[src/rtl/refill_arbiter.sv]
// refill_arbiter: shares one AXI read port between the icache and dcache
// refill paths. Each refill is a single 8-beat INCR burst. Ties are broken
// round-robin. The line is gathered into a shared buffer, and the winner
// then receives a one-cycle grant.
module refill_arbiter (
    input  logic             clk,
    input  logic             rst,
    input  logic             ic_rd_req,
    input  logic [31:0]      ic_addr,
    output logic             ic_gnt,
    input  logic             dc_rd_req,
    input  logic [31:0]      dc_addr,
    output logic             dc_gnt,
    output logic [7:0][31:0] line_data,
    output logic [3:0]       arid,
    output logic [31:0]      araddr,
    output logic [7:0]       arlen,
    output logic [2:0]       arsize,
    output logic [1:0]       arburst,
    output logic             arvalid,
    input  logic             arready,
    input  logic [31:0]      rdata,
    input  logic             rlast,
    input  logic             rvalid,
    output logic             rready
);

    typedef enum logic [1:0] {S_IDLE, S_AR, S_R, S_DONE} state_t;

    state_t     state, state_nxt;
    logic       last;      // id of the requester served most recently (1 = dcache)
    logic [2:0] cnt;       // beat index into the line buffer, wraps modulo 8
    logic       win_dc;
    logic       unused_addr_bits;

    // Line-offset bits of the miss addresses are dropped: bursts are line aligned
    assign unused_addr_bits = ^{ic_addr[4:0], dc_addr[4:0]};

    // Winner select: a lone requester wins; on a tie the one not served last wins
    assign win_dc = dc_rd_req & (~ic_rd_req | ~last);

    // State register
    always_ff @(posedge clk) begin
        if (rst) state <= S_IDLE;
        else     state <= state_nxt;
    end

    // Next-state logic
    always_comb begin
        state_nxt = state;
        case (state)
            S_IDLE: if (ic_rd_req || dc_rd_req) state_nxt = S_AR;
            S_AR:   if (arready)                state_nxt = S_R;
            S_R:    if (rvalid && rlast)        state_nxt = S_DONE;
            S_DONE:                             state_nxt = S_IDLE;
            default:                            state_nxt = S_IDLE;
        endcase
    end

    // Outputs decoded from the state register and the latched winner id
    always_comb begin
        arvalid = (state == S_AR);
        rready  = (state == S_R);
        ic_gnt  = (state == S_DONE) && (arid == 4'd0);
        dc_gnt  = (state == S_DONE) && (arid == 4'd1);
        arlen   = 8'd7;
        arsize  = 3'b010;
        arburst = 2'b01;
    end

    // Datapath: latch the winner, count beats, fill the line, update round-robin
    always_ff @(posedge clk) begin
        if (rst) begin
            last      <= 1'b1;
            araddr    <= '0;
            arid      <= '0;
            cnt       <= '0;
            line_data <= '0;
        end else begin
            case (state)
                S_IDLE: begin
                    if (ic_rd_req || dc_rd_req) begin
                        arid   <= {3'b000, win_dc};
                        araddr <= win_dc ? {dc_addr[31:5], 5'b0} : {ic_addr[31:5], 5'b0};
                    end
                end
                S_AR: begin
                    if (arready) cnt <= '0;
                end
                S_R: begin
                    if (rvalid) begin
                        line_data[cnt] <= rdata;
                        cnt            <= cnt + 3'd1;
                    end
                end
                S_DONE: begin
                    last <= arid[0];
                end
                default: ;
            endcase
        end
    end

endmodule

[config.mk]
export PLATFORM = sky130hd
export DESIGN_NAME = refill_arbiter
export DESIGN_NICKNAME = d
export VERILOG_FILES = /design/src/rtl/refill_arbiter.sv
export SDC_FILE = /design/constraint.sdc
export NUM_CORES = 1
export LEC_CHECK = 0
export BUFFER_PORTS_ARGS = -buffer_cell sky130_fd_sc_hd__buf_2
export CORE_MARGIN = 10
export CORE_UTILIZATION = 54
export CTS_CLUSTER_DIAMETER = 120
export DETAILED_ROUTE_END_ITERATION = 8
export PLACE_DENSITY_LB_ADDON = 0.3
export SYNTH_ARGS = -nofsm -noshare
export SYNTH_HDL_FRONTEND = slang
export SYNTH_SLANG_ARGS = --single-unit
[constraint.sdc]
create_clock -name clk -period 2.65 [get_ports clk]
set_clock_uncertainty 0.1 [all_clocks]
set_input_delay 0.265 -clock clk [delete_from_list [all_inputs] [get_ports clk]]
set_output_delay 0.265 -clock clk [all_outputs]
set_load 0.005 [all_outputs]
==> results.py, run 1 <==
metrics = {
    "floorplan": {
        "die_w_um": 167,
        "rows": 53,
        "die_area_mm2": 0.0278,
        "start_util_pct": 55.2,
        "die_h_um": 167,
        "io_pins": 412,
        "coreArea_mm2": 0.0211,
    },
    "global_routing": {
        "grt_overflow": 0,
        "grt_pass1_vias": 11400,
        "grt_first_pass_wirelength_um": 68500,
        "grt_usage_pct": 30.2,
        "grt_max_degree": 139,
        "antenna_found_initial": 1,
    },
    "clocking": {
        "clockRootBuffer": "clkbuf_16",
        "post_cts_buffers": 0,
        "cts_inserted_buffers": 30,
        "clkTransAtPathRegs_ps": 60,
        "cts_num_sinks": 290,
        "clk_path_buf_depth": 3,
        "cts_max_level": 1,
        "cts_tree": "yes",
        "clk_latency_ps": 540,
    },
    "synth": {
        "synth_mux_area_share_pct": 2.41,
        "synth_top_family_by_area": "compound AO/OA/AOI/OAI gates",
        "yosys.area.top_type": "dfxtp_1",
        "synth_most_common_cell": "dfxtp_1",
        "synthSimpleGateAreaFrac_pct": 12.5,
        "yosysSeqAreaShare_pct": 49.9,
        "synthArstFlopShare_pct": 0,
        "synth_top_area_share_pct": 49.9,
        "ys_ff_latch": 290,
        "netlist_instances": 1402,
        "synth.top_cells.by_count": "dfxtp_1, a21oi_1, nand3_1, o21ai_0, clkbuf_1",
        "synth_edf_count": 0,
        "synth_fa_ha_area_share_pct": 0.753,
        "syn_area_mm2": 0.0116,
        "synth_area_per_cell_um2": 8.30,
        "synth_compound_area_share_pct": 25.3,
        "synth_ff_type": "dfxtp_1",
        "synthXorXnorAreaFrac_pct": 0,
        "ys_top_cells_by_area": "dfxtp_1, a21oi_1, nand3_1",
        "yosys_warnings": 0,
        "synth_cell_type_count": 36,
    },
    "route": {
        "drt_wl_total_um": 45700,
        "drc": 0,
        "drt-initial-drc-count": 1721,
        "via_per_inst": 6.06,
        "ant_nets": 0,
        "firstDrtPassIters": 5,
        "num_vias": 12200,
        "wl_per_cell_um": 22.7,
    },
    "sta": {
        "fin_ws_ps": 196,
        "hold_violations": 0,
        "fin_tns_setup_ps": 0,
        "slew_headroom_pct": 39.8,
        "rsz0062_at_grt": "false",
        "min_period_ps": 2450,
        "worst_pin_slew_ps": 902,
        "finalCritPeriodShare_pct": 92.6,
        "finalMaxSlewViolations": 0,
        "setup_viol": 0,
        "max_freq_mhz": 407,
    },
    "placed_design": {
        "dp_hpwl_um": 28200,
        "preCtsSetupSlack_ps": 517,
        "portBuffers": 380,
        "gp_congestion": 0.817,
    },
    "run_status": {
        "status": "finished clean",
    },
    "pwr": {
        "powerDensity_mw_per_mm2": 722,
        "vdd_ir_drop_max_v": 0.000795,
        "leakage_nw": 6.18,
    },
    "worst_setup_path": {
        "critical_path_arrival_ps": 2760,
        "timing.rr.start": "last",
        "worstSetupStartpointType": "register",
        "rr_endpoint": "araddr[16]",
        "r2r_cells": 5,
        "crit_type": "reg -> reg",
        "crit_required_ps": 2960,
        "endpoint_kind": "register",
        "r2r_slack_ps": 200,
        "crit_fanout": 15,
    },
    "worst_hold_path": {
        "min_delay_worst_endpoint": "line_data[125]",
        "worstHoldPathCells": 3,
        "worst_hold_startpoint": "rdata[29]",
        "hp-class": "in -> reg",
    },
    "cells_and_area": {
        "area.growth.synth_to_final_pct": 28.9,
        "layout.nets": 1823,
        "drive_gt1_share_pct": 27.0,
        "num_antenna_cells": 0,
    },
    "run": {
        "drv_cap": 0,
    },
}
critical path, stage by stage (launching register included):
cell and delay, ps:
dfxtp_1 350, a21boi_4 530, buf_4 390, mux2i_1 270, dlygate4sd3_1 600, a21oi_1 70
stage by stage:
step,power (W),hold slack (ps),cell area [µm²],utilization (%),cells
2_1_floorplan,0.00568,335,11700,-,1421
3_5_place_dp,0.00624,363,13300,63.1,1893
6_report,0.0108,28.9,15000,71.1,2012
4_1_cts,0.0108,7.50,15000,71.1,2012
3_3_place_gp,0.00621,357,13300,63.1,1893
5_1_grt,0.0112,5.58,15000,71.1,2012
cells in the final DEF, fill, tap and decap left out, types with 2 or more instances in the layout:
| cell type | netlist | final |
|---|---|---|
| nor2_1 | 3 | 3 |
| nand2_1 | 4 | 4 |
| mux2i_1 | 28 | 28 |
| ha_1 | 7 | 7 |
| a21oi_1 | 286 | 286 |
| nand2b_2 | 0 | 2 |
| dfxtp_1 | 290 | 290 |
| clkbuf_16 | 0 | 31 |
| nor2b_4 | 0 | 2 |
| dlygate4sd3_1 | 0 | 63 |
| clkinv_2 | 0 | 8 |
| nand3_1 | 257 | 256 |
| o21ai_1 | 77 | 77 |
| nor2b_1 | 5 | 3 |
| buf_2 | 57 | 379 |
| o21ai_0 | 207 | 207 |
| o31ai_1 | 2 | 2 |
| clkbuf_1 | 97 | 3 |
| buf_4 | 35 | 11 |
| buf_12 | 0 | 12 |
| inv_1 | 4 | 4 |
| conb_1 | 2 | 21 |
| nand2b_1 | 6 | 4 |
| clkbuf_8 | 0 | 12 |
| bufinv_16 | 0 | 3 |
cells by family after synthesis:
group | Yosys count
AO/OA/AOI/OAI | 580
adder cells (fa/ha/maj) | 7
buffers and inverters | 210
flip-flops | 290
multiplexers | 28
other | 2
AND/OR/NAND/NOR | 285
per-layer routing:
metal  GRT usage [%]  share of wire (%)
met5               0              0.028
met4            14.9                4.9
met3            8.24                 10
met2            48.9                 48
met1            36.4                 37
power by group:
part	switching [W]	leakage [nW]	internal [W]
sequential	0.000151	2.34	0.00459
combinational	0.00107	3.30	0.000556
clock	0.00174	0.538	0.00272
worst max-delay path by stage:
stage / end / cells past startpoint / startpoint / slack (ps)
after detailed placement: line_data[204] / 6 / state[0] / 520
after CTS: araddr[16] / 5 / last / 340
after global placement: line_data[80] / 6 / state[0] / 600
after global routing: araddr[8] / 5 / last / 150
final: araddr[16] / 5 / last / 200
after floorplan: cnt[0] / 5 / state[0] / 970
final cells by class:
type | count | area [µm²]
Clock buffer | 45 | 938
Clock inverter | 11 | 130
Multi-Input combinational cell | 921 | 4900
Timing Repair Buffer | 466 | 2860
Tap cell | 275 | 344
Fill cell | 1639 | 6090
Inverter | 4 | 15.0
Sequential cell | 290 | 5810
sequential cells by signal, summed over array words and instances (netlist names):
| name | flops |
|---|---|
| last | 1 |
| cnt | 3 |
| state | 2 |
| arid | 1 |
| line_data | 256 |
| araddr | 27 |
repair_timing:
| action | 4_1_cts | 5_1_grt |
|---|---|---|
| hold endpoints to repair | 76 | 0 |
| hold buffers | 63 | 0 |
| gates resized for setup | 0 | 0 |
No activity file was read; power rests on OpenSTA's default activity.
==> run 2: changes to the inputs <==
--- a/config.mk
+++ b/config.mk
@@ -5,9 +5,10 @@
 export SDC_FILE = /design/constraint.sdc
 export NUM_CORES = 1
 export LEC_CHECK = 0
+export ABC_AREA = 1
 export BUFFER_PORTS_ARGS = -buffer_cell sky130_fd_sc_hd__buf_2
 export CORE_MARGIN = 10
-export CORE_UTILIZATION = 54
+export CORE_UTILIZATION = 44
 export CTS_CLUSTER_DIAMETER = 120
 export DETAILED_ROUTE_END_ITERATION = 8
 export PLACE_DENSITY_LB_ADDON = 0.3
==> constraint.sdc (replaced) <==
create_clock -name clk -period 2.1 [get_ports clk]
set_clock_uncertainty 0.1 [all_clocks]
set_input_delay 0.21 -clock clk [delete_from_list [all_inputs] [get_ports clk]]
set_output_delay 0.21 -clock clk [all_outputs]
set_load 0.005 [all_outputs]
==> run 2 against run 1 <==
Critical path depth up 3. Clock power rose by 20%. Critical endpoint is now araddr[29]. Setup slack worse by 96 ps. Sequential power up 29%. Largest power group unchanged.
==> results.py, run 2 <==
metrics = {
    "cells_and_area": {
        "drive_gt1_share_pct": 25.9,
        "reg_top3": "line_data x256, araddr x27, cnt x3",
        "final_common_cell": "nor2_1",
        "num_antenna_cells": 0,
        "area.growth.synth_to_final_pct": 38.0,
        "final_util_pct": 61.5,
        "layout.nets": 1975,
        "largest_register_ffs": 256,
        "final_cell_mix": "nor2_1, buf_2, dfxtp_1",
        "stdcell_count": 2211,
        "largest-register": "line_data",
    },
    "synth": {
        "synthArstFlopShare_pct": 0,
        "netlist_instances": 1430,
        "synth_edf_count": 0,
        "synth_compound_area_share_pct": 14.6,
        "synth.top_cells.by_count": "nor2_1, dfxtp_1, o21ai_0, nand2_1, nor3_1",
        "synth_mux_area_share_pct": 0,
        "synth_ff_type": "dfxtp_1",
        "yosys_warnings": 0,
        "yosysSeqAreaShare_pct": 53.9,
        "synth_top_area_share_pct": 53.9,
        "synth_fa_ha_area_share_pct": 0.814,
        "synthSimpleGateAreaFrac_pct": 23.5,
        "ys_ff_latch": 290,
        "synth_cell_type_count": 20,
        "syn_area_mm2": 0.0108,
        "synth_top_family_by_area": "simple AND/OR/NAND/NOR gates",
        "yosys.area.top_type": "dfxtp_1",
        "synthXorXnorAreaFrac_pct": 0,
        "ys_top_cells_by_area": "dfxtp_1, nor2_1, o21ai_0",
        "synth_most_common_cell": "nor2_1",
        "synth_area_per_cell_um2": 7.53,
    },
    "route": {
        "wl_per_cell_um": 18.9,
        "drt_wl_total_um": 41700,
        "num_vias": 11200,
        "ant_nets": 0,
        "via_per_inst": 5.04,
        "drc": 0,
        "drt-initial-drc-count": 975,
        "firstDrtPassIters": 5,
    },
    "floorplan": {
        "die_w_um": 176,
        "io_pins": 412,
        "die_area_mm2": 0.0311,
        "die_h_um": 176,
        "start_util_pct": 44.5,
        "coreArea_mm2": 0.0242,
        "rows": 57,
    },
    "global_routing": {
        "met3_usage_pct": 7.90,
        "grt_first_pass_wirelength_um": 63200,
        "top_usage_layer": "met2",
        "grtUsageMet2_pct": 43.5,
        "grt_use_met1_pct": 28.3,
        "grt_pass1_vias": 11100,
        "grt_overflow": 0,
        "grt_max_degree": 78,
        "antenna_found_initial": 0,
        "grt_usage_pct": 25.2,
    },
    "worst_setup_path": {
        "slowest_stage": "dlygate4sd3_1",
        "crit_family": "buffers and inverters",
        "crit_required_ps": 2500,
        "path_buf_inv": 4,
        "r2r_slack_ps": 100,
        "slowest_delay_ps": 560,
        "endpoint_kind": "register",
        "path_cells": "inv_2 > ha_2 > inv_1 > nor2_4 > buf_12 > o21ai_0 > a21oi_1 > dlygate4sd3_1",
        "critical_path_arrival_ps": 2400,
        "worstSetupStartpointType": "register",
        "crit_type": "reg -> reg",
        "crit_fanout": 27,
    },
    "run": {
        "drv_cap": 0,
    },
    "sta": {
        "worst_pin_slew_ps": 527,
        "hold_violations": 0,
        "min_period_ps": 2000,
        "finalMaxSlewViolations": 0,
        "finalCritPeriodShare_pct": 95.3,
        "rsz0062_at_grt": "false",
        "slew_headroom_pct": 64.8,
        "max_freq_mhz": 500,
        "setup_viol": 0,
        "fin_tns_setup_ps": 0,
    },
    "placed_design": {
        "portBuffers": 380,
        "placed_cells": 2068,
        "gp_congestion": 0.832,
        "dp_hpwl_um": 27600,
    },
    "pwr": {
        "internal-power_w": 0.0100,
        "power_w": 0.0139,
        "comb_power_share_pct": 17.7,
        "power.switching_w": 0.00393,
        "powerDensity_mw_per_mm2": 938,
        "seq_power_share_pct": 43.9,
        "clockPowerShare_pct": 38.5,
        "swShare_pct": 28.2,
        "leakage_nw": 7.13,
        "vdd_ir_drop_max_v": 0.000618,
    },
    "clocking": {
        "cts_num_sinks": 290,
        "clk_latency_ps": 550,
        "clockRootBuffer": "clkbuf_16",
        "clk_path_buf_depth": 3,
        "cts_tree": "yes",
        "cts_max_level": 1,
        "clkTransAtPathRegs_ps": 70,
        "cts_inserted_buffers": 30,
    },
    "run_status": {
        "status": "finished clean",
    },
    "worst_hold_path": {
        "hp-class": "in -> reg",
    },
}
==> run 2: cell types whose count changed in the layout (fill, tap and decap cells not counted), sizes merged, moves of 28 or more <==
cell	change
nand3	-251
nor2	+458
nand2	+109
mux2i	-28
a21oi	-256
nor3	+64
inv	+49
==> run 2: power by group through the flow <==
| stage | sequential (W) | clock (W) | combinational (W) |
|---|---|---|---|
| final | 0.00611 | 0.00536 | 0.00246 |
| after global routing | 0.00615 | 0.00568 | 0.00276 |
| after CTS | 0.00609 | 0.00542 | 0.00232 |
| after detailed placement | 0.00619 | 0 | 0.00218 |
| after global placement | 0.00618 | 0 | 0.00212 |
| after floorplan | 0.00621 | 0 | 0.00122 |
==> run 2: worst paths after layout <==
| path | endpoint | depth (start not counted) | start |
|---|---|---|---|
| min reg2reg | line_data[226] | 2 | line_data[226] |
| max | araddr[29] | 8 | state[1] |
| max reg2reg | araddr[29] | 8 | state[1] |
| min | line_data[114] | 3 | rdata[18] |
==> run 2: layout make-up <==
cell class              instances  area (µm²)
clock buffers                  44         925
repair buffers                499        3110
flip-flops and latches        290        5810
fillers                      2159        9320
well taps                     324         405
inverters                      53         214
multi-input cells             991        4310
clock inverters                10        83.8
==> run 2: through the flow <==
stage                     worst slack (ps)  hold WS (ps)  area, µm²
after CTS                             17.8          1.90      14800
final                                 99.6          15.8      14900
after floorplan                        519           179      10800
after global routing                  19.1         0.767      14900
after detailed placement              78.3           366      12900
after global placement                 185           342      12900
==> run 2: cell families after synthesis <==
family,Yosys count
AND/OR/NAND/NOR,648
AO/OA/AOI/OAI,314
flip-flops,290
buffers and inverters,169
adder cells (fa/ha/maj),7
other,2
==> run 2: per-layer routing <==
metal	vias to the layer above	part of all wire, %
met2	530	48
met4	0	3.9
met5	-	0
met1	5090	38
met3	101	9.8
li1	5432	-
==> run 2: what timing repair did <==
action                                  4_1_cts  5_1_grt
endpoints found under the setup margin        0      105
hold buffers                                 87        0
resized for setup                             0       15
hold endpoints to repair                    214        0
buffers inserted                              0        0
==> run 2: worst min-delay path, cell delays in order <==
cell,delay (ps)
buf_2,200
o21ai_1,160
nor2_1,50
==> run 3: changes to the inputs <==
==> constraint.sdc (replaced) <==
create_clock -name clk -period 1.7 [get_ports clk]
set_clock_uncertainty 0.1 [all_clocks]
set_input_delay 0.17 -clock clk [delete_from_list [all_inputs] [get_ports clk]]
set_output_delay 0.17 -clock clk [all_outputs]
set_load 0.005 [all_outputs]
==> run 3 against run 2 <==
The flow now finishes with violations (negative setup slack). Final cell count is 1.7% higher. Combinational power is 48% higher. Via count grew 3.3%. Sequential share of layout area fell by 1.5 points. Power up 29%. Clock power rose by 27%. Clock-buffer cell count is 7 lower. Worst hold slack better by 41 ps. Register-to-register slack got worse by 70 ps. Setup slack worse by 100 ps. Final area rose by 4.1%. Die area unchanged. Critical path type is now reg -> out. Largest cell class unchanged. Highest routed layer unchanged.
==> results.py, run 3 (synthesis gave the netlist of run 2 again) <==
metrics = {
    "worst_setup_path": {
        "crit_required_ps": 1430,
        "crit_fanout": 3,
        "r2r_slack_ps": 30,
        "r2r_cells": 9,
        "crit_type": "reg -> out",
        "endpoint_kind": "output port",
        "critical_path_arrival_ps": 1430,
        "rr_endpoint": "line_data[6]",
        "worstSetupStartpointType": "register",
        "timing.rr.start": "state[0]",
    },
    "sta": {
        "slew_headroom_pct": 65.1,
        "worst_pin_slew_ps": 522,
        "hold_violations": 0,
        "finalMaxSlewViolations": 0,
        "setup_viol": 1,
        "rsz0062_at_grt": "true",
        "fin_ws_ps": -3.80,
        "min_period_ps": 1700,
        "max_freq_mhz": 587,
        "finalCritPeriodShare_pct": 100,
    },
    "cells_and_area": {
        "largest_register_ffs": 256,
        "final_common_cell": "nor2_1",
        "drive_gt1_share_pct": 27.4,
        "reg_top3": "line_data x256, araddr x27, cnt x3",
        "layout.nets": 2008,
        "largest-register": "line_data",
        "final_cell_area_mm2": 0.0155,
        "final_cell_mix": "nor2_1, buf_2, dfxtp_1",
        "area.growth.synth_to_final_pct": 43.6,
    },
    "floorplan": {
        "start_util_pct": 44.5,
        "coreArea_mm2": 0.0242,
        "die_w_um": 176,
        "rows": 57,
        "io_pins": 412,
        "die_h_um": 176,
        "die_area_mm2": 0.0311,
    },
    "global_routing": {
        "antenna_found_initial": 4,
        "grt_usage_pct": 25.5,
        "grt_overflow": 0,
        "grt_pass1_vias": 11100,
        "grt_max_degree": 97,
        "grt_first_pass_wirelength_um": 63800,
    },
    "clocking": {
        "clockRootBuffer": "clkbuf_16",
        "clk_latency_ps": 550,
        "cts_max_level": 1,
        "cts_inserted_buffers": 30,
        "cts_num_sinks": 290,
        "clkTransAtPathRegs_ps": 60,
        "clk_path_buf_depth": 3,
        "cts_tree": "yes",
    },
    "route": {
        "via_per_inst": 5.12,
        "num_vias": 11500,
        "wl_per_cell_um": 19.5,
        "drc": 0,
        "firstDrtPassIters": 5,
        "drt-initial-drc-count": 1024,
        "ant_nets": 0,
        "drt_wl_total_um": 43900,
    },
    "pwr": {
        "leakage_nw": 7.38,
        "vdd_ir_drop_max_v": 0.000755,
        "power_w": 0.0180,
        "powerDensity_mw_per_mm2": 1170,
    },
    "worst_hold_path": {
        "min_delay_worst_endpoint": "cnt[1]",
        "hp-class": "in -> reg",
        "worstHoldPathCells": 5,
        "worst_hold_startpoint": "arready",
    },
    "run_status": {
        "status": "complete, but fails checks",
        "violations": "negative setup slack",
    },
    "placed_design": {
        "gp_congestion": 0.843,
        "post_dp_cell_area_mm2": 0.0131,
        "portBuffers": 380,
        "dp_hpwl_um": 27500,
    },
    "run": {
        "drv_cap": 0,
    },
}
run 3: cell count changes in the layout (fill, tap and decap cells not counted), sizes merged:
cell,delta
buf,+24
bufinv,+3
clkbuf,-3
clkinv,+6
clkinvlp,-1
diode,+4
dlygate4sd3,+5
run 3: timing repair:
item / CTS / global route
setup endpoints to repair: 71 / 224
pin swaps: 1 / 5
hold endpoints to repair: 275 / 0
resized for setup: 14 / 96
gates cloned: 1 / 7
buffers inserted: 3 / 5
hold buffers: 92 / 0
run 3: how the worst max path moves through the flow:
stage	startpoint	to	slack (ps)	cells after the start
6_report	state[1]	ic_gnt	-4	5
5_1_grt	state[0]	line_data[31]	-60	9
4_1_cts	state[1]	dc_gnt	1	5
3_5_place_dp	state[0]	line_data[81]	-170	6
3_3_place_gp	state[0]	line_data[68]	-80	6
2_1_floorplan	state[0]	araddr[10]	120	8
run 3: metrics by stage:
step	utilization, %	hold WS (ps)	TNS, ps	instances	worst slack (ps)
after floorplan	-	139	0	1449	119
after detailed placement	54.3	328	-6590	2082	-168
after CTS	62.6	50.9	0	2233	1.35
after global placement	54.3	323	-3550	2082	-82.5
final	63.9	57.1	-3.80	2249	-3.80
after global routing	63.9	130	-3450	2249	-57.8
run 3: final cells by class:
| class | count | area [µm²] |
|---|---|---|
| diodes | 4 | 10.0 |
| clock buffers | 37 | 828 |
| clock inverters | 18 | 200 |
| fillers | 2058 | 8720 |
| inverters | 53 | 211 |
| multi-input cells | 991 | 4380 |
| flip-flops and latches | 290 | 5810 |
| well taps | 324 | 405 |
| repair buffers | 532 | 3620 |
run 3: power by group:
part	internal [W]	switching [W]
registers	0.00727	0.000273
clock network	0.00406	0.00276
logic	0.00155	0.00211
total	0.0129	0.00514
run 3: critical path, cell delays in order, from the launching register on:
cell	delay (ps)
dfxtp_2	350
buf_6	110
ha_4	160
inv_2	50
nor2_1	90
buf_2	120
run 3: layer usage:
| layer | up-vias | track usage (%) | share of wire (%) |
|---|---|---|---|
| li1 | 5495 | - | - |
| met1 | 5292 | 29.1 | 38 |
| met2 | 607 | 43.0 | 48 |
| met3 | 127 | 8.01 | 9.7 |
| met4 | 0 | 11.2 | 4.4 |
| met5 | - | 0 | 0 |
